$ cat config.mk
export PLATFORM = sky130hd
export DESIGN_NAME = handshake_protocol_monitor_flat
export DESIGN_NICKNAME = d
export VERILOG_FILES = /design/src/rtl/handshake_protocol_monitor_if.sv /design/src/rtl/handshake_protocol_monitor.sv /design/src/flat_wrapper.sv
export SDC_FILE = /design/constraint.sdc
export NUM_CORES = 1
export LEC_CHECK = 0
export ABC_AREA = 1
export ABC_CLOCK_PERIOD_IN_PS = 3800
export CAP_MARGIN = 20
export CORE_ASPECT_RATIO = 1.2
export CORE_MARGIN = 3
export CORE_UTILIZATION = 40
export DETAILED_ROUTE_END_ITERATION = 7
export DONT_BUFFER_PORTS = 1
export GPL_TIMING_DRIVEN = 0
export PLACE_DENSITY = 0.53
export RECOVER_POWER = 50
export SLEW_MARGIN = 20
export SYNTH_ARGS = -nofsm -noshare
export SYNTH_HDL_FRONTEND = slang
export SYNTH_SLANG_ARGS = --single-unit
$ cat constraint.sdc
create_clock -name CLK -period 3.8 [get_ports CLK]
set_input_delay 0.57 -clock CLK [delete_from_list [all_inputs] [get_ports CLK]]
set_output_delay 0.57 -clock CLK [all_outputs]
set_load 0.02 [all_outputs]
$ cat src/rtl/handshake_protocol_monitor_if.sv
// Ready/valid channel bundle observed by handshake_protocol_monitor.
// The monitor modport is input-only so a bound checker can never drive the bus.
interface handshake_protocol_monitor_if #(
  parameter int N_CHAN = 3,
  parameter int DATA_W = 5
) ();
  logic [N_CHAN-1:0]        valid;
  logic [N_CHAN-1:0]        ready;
  logic [N_CHAN*DATA_W-1:0] data;

  modport master  (output valid, output data, input  ready);
  modport slave   (input  valid, input  data, output ready);
  modport monitor (input  valid, input  ready, input data);
endinterface

$ cat src/rtl/handshake_protocol_monitor.sv
// Passive per-channel ready/valid protocol checker: transfer counters, sticky
// drop/data/timeout flags and a record of the first error observed.
module handshake_protocol_monitor #(
  parameter  int N_CHAN    = 3,
  parameter  int DATA_W    = 5,
  parameter  int CNT_W     = 16,
  parameter  int MAX_STALL = 8,
  localparam int CHAN_W    = (N_CHAN > 1) ? $clog2(N_CHAN) : 1
) (
  input  logic                      CLK,
  input  logic                      RESET,
  input  logic                      clear,
  handshake_protocol_monitor_if.monitor hs,
  output logic [N_CHAN*CNT_W-1:0]   xfer_count,
  output logic [N_CHAN-1:0]         err_drop,
  output logic [N_CHAN-1:0]         err_data,
  output logic [N_CHAN-1:0]         err_timeout,
  output logic                      err_any,
  output logic [CHAN_W-1:0]         first_err_chan,
  output logic [1:0]                first_err_code
);

  localparam int SC_W = $clog2(MAX_STALL + 1);

  typedef enum logic {
    IDLE = 1'b0,
    WAIT = 1'b1
  } state_e;

  logic [N_CHAN-1:0] new_drop;
  logic [N_CHAN-1:0] new_data;
  logic [N_CHAN-1:0] new_to;

  genvar gi;
  generate
    for (gi = 0; gi < N_CHAN; gi++) begin : g_chan
      state_e              state_q;
      logic [DATA_W-1:0]   held_q;
      logic [SC_W-1:0]     stall_cnt_q;
      logic [CNT_W-1:0]    cnt_q;
      logic                drop_q;
      logic                data_q;
      logic                to_q;
      logic                v;
      logic                r;
      logic [DATA_W-1:0]   d;
      logic                stall;
      logic                fire;

      assign v     = hs.valid[gi];
      assign r     = hs.ready[gi];
      assign d     = hs.data[gi*DATA_W +: DATA_W];
      assign stall = v & ~r;
      assign fire  = v & r;

      // Errors only exist while an episode is open; the fire cycle is still compared.
      assign new_drop[gi] = (state_q == WAIT) && !v;
      assign new_data[gi] = (state_q == WAIT) && v && (d != held_q);
      assign new_to[gi]   = (state_q == WAIT) && stall &&
                            (stall_cnt_q == SC_W'(MAX_STALL - 1));

      always_ff @(posedge CLK) begin
        if (RESET || clear) begin
          state_q     <= IDLE;
          held_q      <= '0;
          stall_cnt_q <= '0;
          cnt_q       <= '0;
          drop_q      <= 1'b0;
          data_q      <= 1'b0;
          to_q        <= 1'b0;
        end else begin
          if (fire && (cnt_q != {CNT_W{1'b1}})) begin
            cnt_q <= cnt_q + CNT_W'(1);
          end
          if (new_drop[gi]) drop_q <= 1'b1;
          if (new_data[gi]) data_q <= 1'b1;
          if (new_to[gi])   to_q   <= 1'b1;

          case (state_q)
            IDLE: begin
              if (stall) begin
                state_q     <= WAIT;
                held_q      <= d;
                stall_cnt_q <= SC_W'(1);
              end
            end
            WAIT: begin
              if (!v || r) begin
                state_q     <= IDLE;
                stall_cnt_q <= '0;
              end else if (stall_cnt_q != SC_W'(MAX_STALL)) begin
                stall_cnt_q <= stall_cnt_q + SC_W'(1);
              end
            end
            default: state_q <= IDLE;
          endcase
        end
      end

      assign xfer_count[gi*CNT_W +: CNT_W] = cnt_q;
      assign err_drop[gi]                  = drop_q;
      assign err_data[gi]                  = data_q;
      assign err_timeout[gi]               = to_q;
    end
  endgenerate

  assign err_any = |{err_drop, err_data, err_timeout};

  logic              first_hit_d;
  logic [CHAN_W-1:0] first_chan_d;
  logic [1:0]        first_code_d;
  logic [CHAN_W-1:0] first_chan_q;
  logic [1:0]        first_code_q;

  // Scan high to low so the lowest erroring channel is the one left standing.
  always_comb begin
    first_hit_d  = 1'b0;
    first_chan_d = '0;
    first_code_d = 2'd0;
    for (int i = N_CHAN - 1; i >= 0; i--) begin
      if (new_drop[i] || new_data[i] || new_to[i]) begin
        first_hit_d  = 1'b1;
        first_chan_d = CHAN_W'(i);
        if (new_drop[i])      first_code_d = 2'd1;
        else if (new_data[i]) first_code_d = 2'd2;
        else                  first_code_d = 2'd3;
      end
    end
  end

  always_ff @(posedge CLK) begin
    if (RESET || clear) begin
      first_chan_q <= '0;
      first_code_q <= 2'd0;
    end else if (!err_any && first_hit_d) begin
      first_chan_q <= first_chan_d;
      first_code_q <= first_code_d;
    end
  end

  assign first_err_chan = first_chan_q;
  assign first_err_code = first_code_q;

endmodule

$ cat src/flat_wrapper.sv
// flat-port wrapper written by rule: the top's interface ports become plain ports
module handshake_protocol_monitor_flat 
#(
  parameter  int N_CHAN    = 3,
  parameter  int DATA_W    = 5,
  parameter  int CNT_W     = 16,
  parameter  int MAX_STALL = 8,
  localparam int CHAN_W    = (N_CHAN > 1) ? $clog2(N_CHAN) : 1
)
  (CLK, RESET, clear, xfer_count, err_drop, err_data, err_timeout, err_any, first_err_chan, first_err_code, hs_valid, hs_ready, hs_data);
  handshake_protocol_monitor_if #(.N_CHAN(N_CHAN), .DATA_W(DATA_W)) hs_i ();
  input  logic CLK;
  input  logic RESET;
  input  logic clear;
  output logic [N_CHAN*CNT_W-1:0] xfer_count;
  output logic [N_CHAN-1:0] err_drop;
  output logic [N_CHAN-1:0] err_data;
  output logic [N_CHAN-1:0] err_timeout;
  output logic err_any;
  output logic [CHAN_W-1:0] first_err_chan;
  output logic [1:0] first_err_code;
  input wire logic [$bits(hs_i.valid)-1:0] hs_valid;
  input wire logic [$bits(hs_i.ready)-1:0] hs_ready;
  input wire logic [$bits(hs_i.data)-1:0] hs_data;
  assign hs_i.valid = hs_valid;
  assign hs_i.ready = hs_ready;
  assign hs_i.data = hs_data;
  handshake_protocol_monitor #(.N_CHAN(N_CHAN), .DATA_W(DATA_W), .CNT_W(CNT_W), .MAX_STALL(MAX_STALL)) u_core (.CLK(CLK), .RESET(RESET), .clear(clear), .hs(hs_i), .xfer_count(xfer_count), .err_drop(err_drop), .err_data(err_data), .err_timeout(err_timeout), .err_any(err_any), .first_err_chan(first_err_chan), .first_err_code(first_err_code));
endmodule
==> results.yml, run 1 <==
status:
  outcome: "complete, no violations"
die:
  core.rowCount: 43
  starting_density_of_the_core: 0.411
  die_width_um: 106
  design.portCount: 86
  core_region_area_um2: 11600
  die_area_um2: 13200
  die-height_um: 125
clocking:
  tritoncts.num_buffers: 9
  cts-htree-levels: 3
  holdBufCountCts: 0
  post_cts_setup_buffer_count: 0
  clock_sinks: 91
  cts_buffer_depth: 2
  clock_insertion_delay_worst_skew_ns: 0.34
  cts_tree: "done"
  cts_repair_resized_insts: 0
  cts_root_buffer: "sky130_fd_sc_hd__clkbuf_16"
  clkTransAtPathRegs_ns: 0.07
timing:
  post-route-period-util: 0.595
  worstMarginPinSlew_ns: 0.707
  rsz_0062_raised_after_global_routing: "false"
  setup_ws_ns: 1.54
  skew_ns: 0.0105
  fin_crit_ns: 2.26
  max_freq_mhz: 442
  finalSetupTns_ns: 0
  worst_slew_margin_rel: 0.529
  final_hold_viol_count: 0
  timing_max_transition_violations_final: 0
  setup_viol_count_final: 0
power:
  power.density_nw_per_um2: 402
  ir_drop_mv: 0.262
  cellLeakagePower_nw: 2.08
logic_synthesis:
  postSynthRegisterBits: 91
  synth.distinct_cells: 37
  synthMostInstantiatedCell: "sky130_fd_sc_hd__nand2_1"
  netlist.top_cell.by_area: "sky130_fd_sc_hd__dfxtp_1"
  mappedNetlistNets: 735
  ys_top_cells_by_area: "sky130_fd_sc_hd__dfxtp_1 38%, sky130_fd_sc_hd__nand2_1 11%, sky130_fd_sc_hd__inv_1 8.2%, sky130_fd_sc_hd__nor2_1 7.3%, sky130_fd_sc_hd__a21oi_1 6.3%"
  share_of_yosys_cell_area_claimed_by_the_top_area_cell_type: 0.383
  synthesis.area_um2: 4760
  synthesis.instances: 702
  async_reset_ff_frac: 0
  synth-edff-count: 0
  ys_dominant_reg_cell: "sky130_fd_sc_hd__dfxtp_1"
  post_synth_most_frequent_cells: "143 x sky130_fd_sc_hd__nand2_1, 104 x sky130_fd_sc_hd__inv_1, 92 x sky130_fd_sc_hd__nor2_1, 91 x sky130_fd_sc_hd__dfxtp_1, 60 x sky130_fd_sc_hd__a21oi_1"
  seq_area_frac_synth: 0.383
  post_synth.cell_area_avg_um2: 6.78
  yosysWarnings: 0
grt:
  overflow: 0
  initial_antenna_violation_count: 0
  first_pass_grt_wire_length_um: 19700
  groute.usage.overall: 0.182
  grt_max_degree: 16
  grt_pass1_vias: 4080
finish:
  finish.instance_area_um2: 5260
  antenna_cells_inserted: 0
  num-nets-final: 746
  flow.area_growth_from_synthesis_pct: 10.6
  final_layout_size_suffix_gt1_frac: 0.0766
route:
  detail_route.iter0.violations: 276
  detail_route.wirelength_um: 11700
  number_of_nets_with_antenna_violations_after_routing: 0
  route.detailed.vias_per_inst: 4.96
  wl_per_cell_um: 13.3
  vias: 4344
  first_pass_iters: 5
  drc: 0
placed_design:
  port_buffers: 0
  place_worst_setup_slack_ns: 1.68
  detailed_placement_hpwl_um: 8860
  postPlaceCellArea_um2: 4950
  routability_congestion: 0.878
setup_path:
  worst_ep_required_time_ns: 3.23
  timing_worst_setup_path_type: "reg2out"
  crit_path_max_incr_delay_ns: 0.56
  crit_slowest_cell: "sky130_fd_sc_hd__nor3_1"
  worst_path_cell_chain: "nor2_1 -> nand2_1 -> nor3_1 -> inv_1"
  timing.critical_path.to_type: "output port"
  timing.critical_path.fanout_max: 7
  cp.arrival_ns: 1.69
  timing.critical_path.from_type: "flop"
min_path:
  hp-class: "in2reg"
job:
  max-cap-violations: 0
[power breakdown]
part           internal (W)  leakage, nW  switching [W]  total [W]
logic             0.0000368         1.18      0.0000811   0.000118
clock network      0.000641        0.165       0.000376    0.00102
registers          0.000966        0.735      0.0000148   0.000980
total               0.00164         2.08       0.000472    0.00212
[final timing paths]
kind,from,endpoint,slack (ns),depth (start not counted)
setup / recovery,u_core.g_chan[2].data_q,err_any,1.54,4
setup reg to reg,u_core.g_chan[0].cnt_q[1],u_core.g_chan[0].cnt_q[11],1.89,9
hold / removal,hs_data[8],u_core.g_chan[1].held_q[3],0.37,2
hold reg to reg,u_core.g_chan[0].drop_q,u_core.g_chan[0].drop_q,0.48,2
[registers in the layout, indices dropped and copies added (netlist names)]
name and cells:
u_core.first_err_chan 2, u_core.g_chan.cnt_q 48, u_core.g_chan.state_q 3, u_core.g_chan.to_q 3, u_core.g_chan.drop_q 3, u_core.first_err_code 2
u_core.g_chan.stall_cnt_q 12, u_core.g_chan.held_q 15, u_core.g_chan.data_q 3
[metrics by stage]
step / hold WS (ns) / cells / util / power (W)
CTS: 0.359 / 875 / 0.458 / 0.00215
global route: 0.362 / 875 / 0.455 / 0.00220
floorplan: 0.443 / 702 / - / 0.00109
global placement: 0.468 / 859 / 0.428 / 0.00112
finish: 0.366 / 875 / 0.455 / 0.00212
detailed placement: 0.470 / 859 / 0.428 / 0.00112
[worst max-delay path: cells and delay by family, from the launching register on]
family                 cells  cell delay (ns)
flip-flops                 1             0.34
AND/OR/NAND/NOR            3             0.74
buffers and inverters      1             0.28
[logic make-up after synthesis]
logic type / share of synthesized area
compound gates: 0.129
xor+xnor: 0.0387
fa+ha+maj: 0.0237
buf+inv: 0.119
flops: 0.383
simple gates: 0.307
[layer usage]
| metal | part of all wire | GRT usage |
|---|---|---|
| met5 | 0 | 0 |
| met4 | 0.017 | 0.0640 |
| met3 | 0.065 | 0.0490 |
| met2 | 0.46 | 0.296 |
| met1 | 0.46 | 0.234 |
[cell usage in the layout, fill, tap and decap left out, types with 2 or more instances in the layout]
master                      count
sky130_fd_sc_hd__nor3b_1        3
sky130_fd_sc_hd__nor2_2         7
sky130_fd_sc_hd__nor3_1        15
sky130_fd_sc_hd__inv_2         13
sky130_fd_sc_hd__a21oi_1       60
sky130_fd_sc_hd__xor2_1        13
sky130_fd_sc_hd__clkbuf_16      9
sky130_fd_sc_hd__nand4_1       14
sky130_fd_sc_hd__o21ai_0       39
sky130_fd_sc_hd__clkbuf_1      17
sky130_fd_sc_hd__nand2_2        2
sky130_fd_sc_hd__nand4_2        2
sky130_fd_sc_hd__nor4_1         2
sky130_fd_sc_hd__inv_1        104
sky130_fd_sc_hd__nor2_4         3
sky130_fd_sc_hd__ha_1           9
sky130_fd_sc_hd__o21ai_1        8
sky130_fd_sc_hd__nor4_2         3
sky130_fd_sc_hd__buf_2          3
sky130_fd_sc_hd__nand3_1       32
sky130_fd_sc_hd__nand2_1      143
sky130_fd_sc_hd__nor2_1        92
sky130_fd_sc_hd__buf_4          2
sky130_fd_sc_hd__clkinv_2       2
sky130_fd_sc_hd__a31oi_1        2
sky130_fd_sc_hd__a211oi_1       4
sky130_fd_sc_hd__bufinv_16      3
sky130_fd_sc_hd__dfxtp_1       91
sky130_fd_sc_hd__xnor2_1        8
[area by class of cell]
type,instances,area [um^2]
Sequential cell,91,1820
Fill cell,1231,6300
Clock inverter,7,116
Tap cell,157,196
Clock buffer,9,225
Inverter,117,439
Buffer,22,93.8
Multi-Input combinational cell,472,2370
(Power assumes the default switching activity.)
==> run 2, diff against run 1 <==
--- a/config.mk
+++ b/config.mk
@@ -6,7 +6,7 @@
 export NUM_CORES = 1
 export LEC_CHECK = 0
 export ABC_AREA = 1
-export ABC_CLOCK_PERIOD_IN_PS = 3800
+export ABC_CLOCK_PERIOD_IN_PS = 2000
 export CAP_MARGIN = 20
 export CORE_ASPECT_RATIO = 1.2
 export CORE_MARGIN = 3
@@ -14,7 +14,7 @@
 export DETAILED_ROUTE_END_ITERATION = 7
 export DONT_BUFFER_PORTS = 1
 export GPL_TIMING_DRIVEN = 0
-export PLACE_DENSITY = 0.53
+export PLACE_DENSITY = 0.55
 export RECOVER_POWER = 50
 export SLEW_MARGIN = 20
 export SYNTH_ARGS = -nofsm -noshare
==> constraint.sdc (replaced) <==
create_clock -name CLK -period 2 [get_ports CLK]
set_input_delay 0.3 -clock CLK [delete_from_list [all_inputs] [get_ports CLK]]
set_output_delay 0.3 -clock CLK [all_outputs]
set_load 0.02 [all_outputs]
==> results.yml, run 2 (same netlist as run 1, synthesis figures left out) <==
status:
  outcome: "complete, no violations"
route:
  drc: 0
  first_pass_iters: 4
  wl_per_cell_um: 13.4
  route.detailed.vias_per_inst: 4.91
  number_of_nets_with_antenna_violations_after_routing: 0
  detail_route.iter0.violations: 278
  detail_route.wirelength_um: 11700
  vias: 4294
min_path:
  hold_path_depth: 2
  hp-class: "in2reg"
  min_from: "hs_data[0]"
placed_design:
  placed_cells_incl_taps: 859
  port_buffers: 0
  routability_congestion: 0.889
  detailed_placement_hpwl_um: 8800
power:
  power.density_nw_per_um2: 724
  cellLeakagePower_nw: 2.06
  ir_drop_mv: 0.304
timing:
  timing_max_transition_violations_final: 0
  worst_slew_margin_rel: 0.497
  setup_viol_count_final: 0
  post-route-period-util: 0.914
  worstMarginPinSlew_ns: 0.755
  final_hold_viol_count: 0
  rsz_0062_raised_after_global_routing: "false"
  max_freq_mhz: 547
  fin_crit_ns: 1.83
  finalSetupTns_ns: 0
  skew_ns: 0.00394
clocking:
  clkTransAtPathRegs_ns: 0.06
  tritoncts.num_buffers: 9
  cts_repair_resized_insts: 0
  cts-htree-levels: 3
  clock_sinks: 91
  cts_root_buffer: "sky130_fd_sc_hd__clkbuf_16"
  clock_insertion_delay_worst_skew_ns: 0.34
  cts_buffer_depth: 2
  cts_tree: "done"
  post_cts_setup_buffer_count: 0
  holdBufCountCts: 0
setup_path:
  critical_path.n_buffers_inverters: 3
  timing.critical_path.from_type: "flop"
  worstRegToRegCells: 10
  timing.rr.start: "u_core.g_chan[2].cnt_q[4]"
  regToRegEndpoint: "u_core.g_chan[2].cnt_q[6]"
  worst_path_cell_chain: "nand2_1 -> inv_1 -> nand3_1 -> nor2_1 -> nand4_1 -> nand3_2 -> inv_2 -> buf_2 -> nand2_1 -> a21oi_1"
  timing.critical_path.fanout_max: 10
  worst_ep_required_time_ns: 2.19
  crit_path_max_incr_delay_ns: 0.52
  critPathMostFrequentCell: "sky130_fd_sc_hd__nand2_1"
  cp-endpoint: "u_core.g_chan[2].cnt_q[6]"
  reg2reg_slack_ns: 0.17
  worstSetupStartpoint: "u_core.g_chan[2].cnt_q[4]"
  worst_path_dominant_cell_family: "simple AND/OR/NAND/NOR gates"
  timing.critical_path.to_type: "flop"
  critical_path_depth: 10
  timing_worst_setup_path_type: "reg2reg"
  crit_slowest_cell: "sky130_fd_sc_hd__dfxtp_1"
  cp.arrival_ns: 2.02
die:
  core.rowCount: 43
  starting_density_of_the_core: 0.411
  core_region_area_um2: 11600
  die_width_um: 106
  die_area_um2: 13200
  die-height_um: 125
  design.portCount: 86
finish:
  flow.area_growth_from_synthesis_pct: 9.76
  layout_common_cells: "143 x sky130_fd_sc_hd__nand2_1, 104 x sky130_fd_sc_hd__inv_1, 94 x sky130_fd_sc_hd__nor2_1"
  layout.cells.non_filler: 875
  top_regs: "u_core.g_chan.cnt_q x48, u_core.g_chan.held_q x15, u_core.g_chan.stall_cnt_q x12"
  antenna_cells_inserted: 0
  most_flop_heavy_register: "u_core.g_chan.cnt_q"
  largest_register_ffs: 48
  final_layout_size_suffix_gt1_frac: 0.0794
  layout_commonest_cell: "sky130_fd_sc_hd__nand2_1"
  num-nets-final: 746
job:
  max-cap-violations: 0
grt:
  groute.usage.overall: 0.179
  grt_max_degree: 14
  grt_pass1_vias: 4086
  overflow: 0
  first_pass_grt_wire_length_um: 19300
  initial_antenna_violation_count: 0
[run 2: metrics by stage]
| stage | hold slack [ns] | worst slack [ns] | util | total power (W) | instance area [um^2] |
|---|---|---|---|---|---|
| after floorplan | 0.434 | 0.318 | - | 0.00207 | 4760 |
| after global placement | 0.437 | 0.111 | 0.428 | 0.00213 | 4950 |
| after detailed placement | 0.445 | 0.0938 | 0.428 | 0.00213 | 4950 |
| after CTS | 0.0918 | 0.00360 | 0.453 | 0.00383 | 5240 |
| after global routing | 0.102 | 0.00678 | 0.451 | 0.00393 | 5220 |
| final | 0.0937 | 0.172 | 0.451 | 0.00378 | 5220 |
[run 2: worst min path at each step]
stage | end | slack (ns)
after floorplan | u_core.g_chan[0].held_q[0] | 0.43
after global placement | u_core.g_chan[0].held_q[0] | 0.44
after detailed placement | u_core.g_chan[0].held_q[0] | 0.44
after CTS | u_core.g_chan[0].held_q[0] | 0.09
after global routing | u_core.g_chan[1].held_q[1] | 0.10
final | u_core.g_chan[0].held_q[0] | 0.09
[run 2: area by class of cell]
class | count | area (um^2)
Fill cell | 1235 | 6340
Tap cell | 157 | 196
Multi-Input combinational cell | 472 | 2370
Clock buffer | 14 | 254
Sequential cell | 91 | 1830
Buffer | 22 | 93.8
Inverter | 117 | 439
Clock inverter | 2 | 35.0
[run 2: layer usage]
layer  global-route usage  wire, um
met1                0.219      5280
met2                0.305      5500
met3               0.0542       776
met4               0.0526       142
met5                    0         0
[run 2: power by group]
part           total, W  leakage (nW)  internal (W)  switching [W]
combinational  0.000224          1.18     0.0000701       0.000154
clock           0.00169         0.141       0.00100       0.000688
sequential      0.00186         0.738       0.00184      0.0000280
total           0.00378          2.06       0.00291       0.000870
==> run 3, diff against run 2 <==
--- a/config.mk
+++ b/config.mk
@@ -5,7 +5,6 @@
 export SDC_FILE = /design/constraint.sdc
 export NUM_CORES = 1
 export LEC_CHECK = 0
-export ABC_AREA = 1
 export ABC_CLOCK_PERIOD_IN_PS = 2000
 export CAP_MARGIN = 20
 export CORE_ASPECT_RATIO = 1.2
==> results.yml, run 3 <==
grt:
  grt_pass1_vias: 3588
  first_pass_grt_wire_length_um: 17300
  groute.usage.overall: 0.176
  overflow: 0
  initial_antenna_violation_count: 0
  grt_max_degree: 16
finish:
  flow.area_growth_from_synthesis_pct: 12.3
  top_regs: "u_core.g_chan.cnt_q x48, u_core.g_chan.held_q x15, u_core.g_chan.stall_cnt_q x12"
  largest_register_ffs: 48
  final.fill_count: 1051
  final_layout_size_suffix_gt1_frac: 0.107
  most_flop_heavy_register: "u_core.g_chan.cnt_q"
  num-nets-final: 581
  antenna_cells_inserted: 0
  layout_common_cells: "91 x sky130_fd_sc_hd__nor2_1, 70 x sky130_fd_sc_hd__dfxtp_1, 48 x sky130_fd_sc_hd__nand2_1"
  layout_commonest_cell: "sky130_fd_sc_hd__nor2_1"
setup_path:
  reg2reg_slack_ns: 0.08
  timing.critical_path.fanout_max: 6
  worst_ep_required_time_ns: 2.23
  worst_path_dominant_cell_family: "compound AO/OA/AOI/OAI gates"
  cp.arrival_ns: 2.15
  timing.critical_path.from_type: "flop"
  timing.rr.start: "u_core.g_chan[1].stall_cnt_q[0]"
  timing.critical_path.to_type: "flop"
  timing_worst_setup_path_type: "reg2reg"
  crit_slowest_cell: "sky130_fd_sc_hd__o41a_1"
  critical_path.n_buffers_inverters: 0
  worst_path_cell_chain: "ha_2 -> nor4bb_4 -> o41a_1 -> nand2b_4 -> a211o_1 -> a32o_1"
  regToRegEndpoint: "u_core.first_err_code[0]"
  crit_path_max_incr_delay_ns: 0.46
  worstSetupStartpoint: "u_core.g_chan[1].stall_cnt_q[0]"
  worstRegToRegCells: 6
power:
  cellLeakagePower_nw: 1.71
  power.density_nw_per_um2: 757
  fin_total_pwr_w: 0.00373
  ir_drop_mv: 0.328
placed_design:
  detailed_placement_hpwl_um: 8000
  port_buffers: 0
  routability_congestion: 0.873
route:
  wl_per_cell_um: 15.7
  route.detailed.vias_per_inst: 5.42
  vias: 3698
  drc: 0
  detail_route.wirelength_um: 10700
  number_of_nets_with_antenna_violations_after_routing: 0
  detail_route.iter0.violations: 132
  first_pass_iters: 4
logic_synthesis:
  seq_area_frac_synth: 0.415
  post_synth.cell_area_avg_um2: 8.18
  share_of_yosys_cell_area_claimed_by_the_top_area_cell_type: 0.415
  synthesis.area_um2: 4390
  synthesis.instances: 536
  ys_top_cells_by_area: "sky130_fd_sc_hd__dfxtp_1 42%, sky130_fd_sc_hd__nor2_1 7.8%, sky130_fd_sc_hd__xnor2_1 5.4%, sky130_fd_sc_hd__a21oi_1 4.3%, sky130_fd_sc_hd__o21ai_0 4.3%"
  synth.distinct_cells: 55
  async_reset_ff_frac: 0
  postSynthRegisterBits: 91
  post_synth_most_frequent_cells: "91 x sky130_fd_sc_hd__dfxtp_1, 91 x sky130_fd_sc_hd__nor2_1, 48 x sky130_fd_sc_hd__nand2_1, 38 x sky130_fd_sc_hd__a21oi_1, 38 x sky130_fd_sc_hd__o21ai_0"
  netlist.top_cell.by_area: "sky130_fd_sc_hd__dfxtp_1"
  synth-edff-count: 0
  mappedNetlistNets: 569
  yosysWarnings: 0
  ys_dominant_reg_cell: "sky130_fd_sc_hd__dfxtp_1"
timing:
  skew_ns: 0.00555
  max_freq_mhz: 521
  final_hold_viol_count: 0
  worstMarginPinSlew_ns: 0.698
  timing_max_transition_violations_final: 0
  setup_viol_count_final: 0
  post-route-period-util: 0.960
  worst_slew_margin_rel: 0.535
  finalHoldWorstSlack_ns: 0.0978
  fin_crit_ns: 1.92
clocking:
  clock_insertion_delay_worst_skew_ns: 0.33
  clkTransAtPathRegs_ns: 0.06
  cts_root_buffer: "sky130_fd_sc_hd__clkbuf_16"
  cts_tree: "done"
  cts-htree-levels: 3
  clock_sinks: 91
  tritoncts.num_buffers: 9
  cts_buffer_depth: 2
die:
  core_region_area_um2: 10600
  die_width_um: 102
  die_area_um2: 12300
  starting_density_of_the_core: 0.413
  die-height_um: 121
  core.rowCount: 41
  design.portCount: 86
job:
  max-cap-violations: 0
min_path:
  hold_path_depth: 2
  worstHoldEndpoint: "u_core.g_chan[0].held_q[4]"
  min_from: "hs_data[4]"
  hp-class: "in2reg"
status:
  outcome: "complete, no violations"
## run 3: per-layer routing
layer,GRT usage,up-vias,share of wire
met5,0,-,0
met4,0.0673,0,0.013
met3,0.0375,11,0.058
met2,0.295,86,0.49
met1,0.217,1721,0.44
li1,-,1880,-
## run 3: stage by stage
stage	area, um^2	util	std cells	setup TNS (ns)	setup WS (ns)
2_1_floorplan	4390	-	536	0	0.139
3_3_place_gp	4550	0.428	665	-0.0585	-0.0410
3_5_place_dp	4550	0.428	665	-0.0848	-0.0481
4_1_cts	4860	0.458	681	0	0.00358
5_1_grt	4930	0.464	682	-0.0206	-0.0120
6_report	4930	0.464	682	0	0.0807
## run 3: cell type report
cell class	count	area, um^2	share of cell area
Tap cell	129	161	0.0328
Clock inverter	6	65.1	0.0132
Multi-Input combinational cell	402	2430	0.493
Timing Repair Buffer	1	7.51	0.00152
Inverter	16	60.1	0.0122
Clock buffer	10	239	0.0485
Buffer	27	106	0.0216
Sequential cell	91	1860	0.377
## run 3: worst max path at each step
stage / endpoint / slack [ns] / cells after the start
global route: u_core.first_err_code[0] / -0.01 / 6
detailed placement: u_core.first_err_code[0] / -0.05 / 6
finish: u_core.first_err_code[0] / 0.08 / 6
global placement: u_core.first_err_code[0] / -0.04 / 6
CTS: u_core.g_chan[1].cnt_q[15] / 0.004 / 7
floorplan: u_core.first_err_code[0] / 0.14 / 6
## run 3: timing repair
action                     4_1_cts  5_1_grt
resized for setup                6       32
setup buffers                    0        1
hold buffers                     0        0
setup endpoints to repair       11       31
pin swaps                        1        3
## run 3: kinds of logic after synthesis
kind of cell / count (synthesis) / synth area share
XOR/XNOR: 48 / 0.0959
buffers and inverters: 43 / 0.0456
AO/OA/AOI/OAI: 110 / 0.153
multiplexers: 3 / 0.00685
flip-flops: 91 / 0.415
AND/OR/NAND/NOR: 232 / 0.258
adder cells (fa/ha/maj): 9 / 0.0257
## run 3: where the power goes
part / switching (W) / leakage, nW / internal [W]
Clock: 0.000703 / 0.148 / 0.00100
Sequential: 0.0000200 / 0.746 / 0.00182
Combinational: 0.000118 / 0.812 / 0.0000617
Total: 0.000841 / 1.71 / 0.00289
## run 3: worst reg2reg max path, delay by kind of cell, from the launching register on
kind | cells | cell delay (ns)
fa+ha+maj | 1 | 0.20
compound gates | 3 | 0.93
flops | 1 | 0.35
simple gates | 2 | 0.34
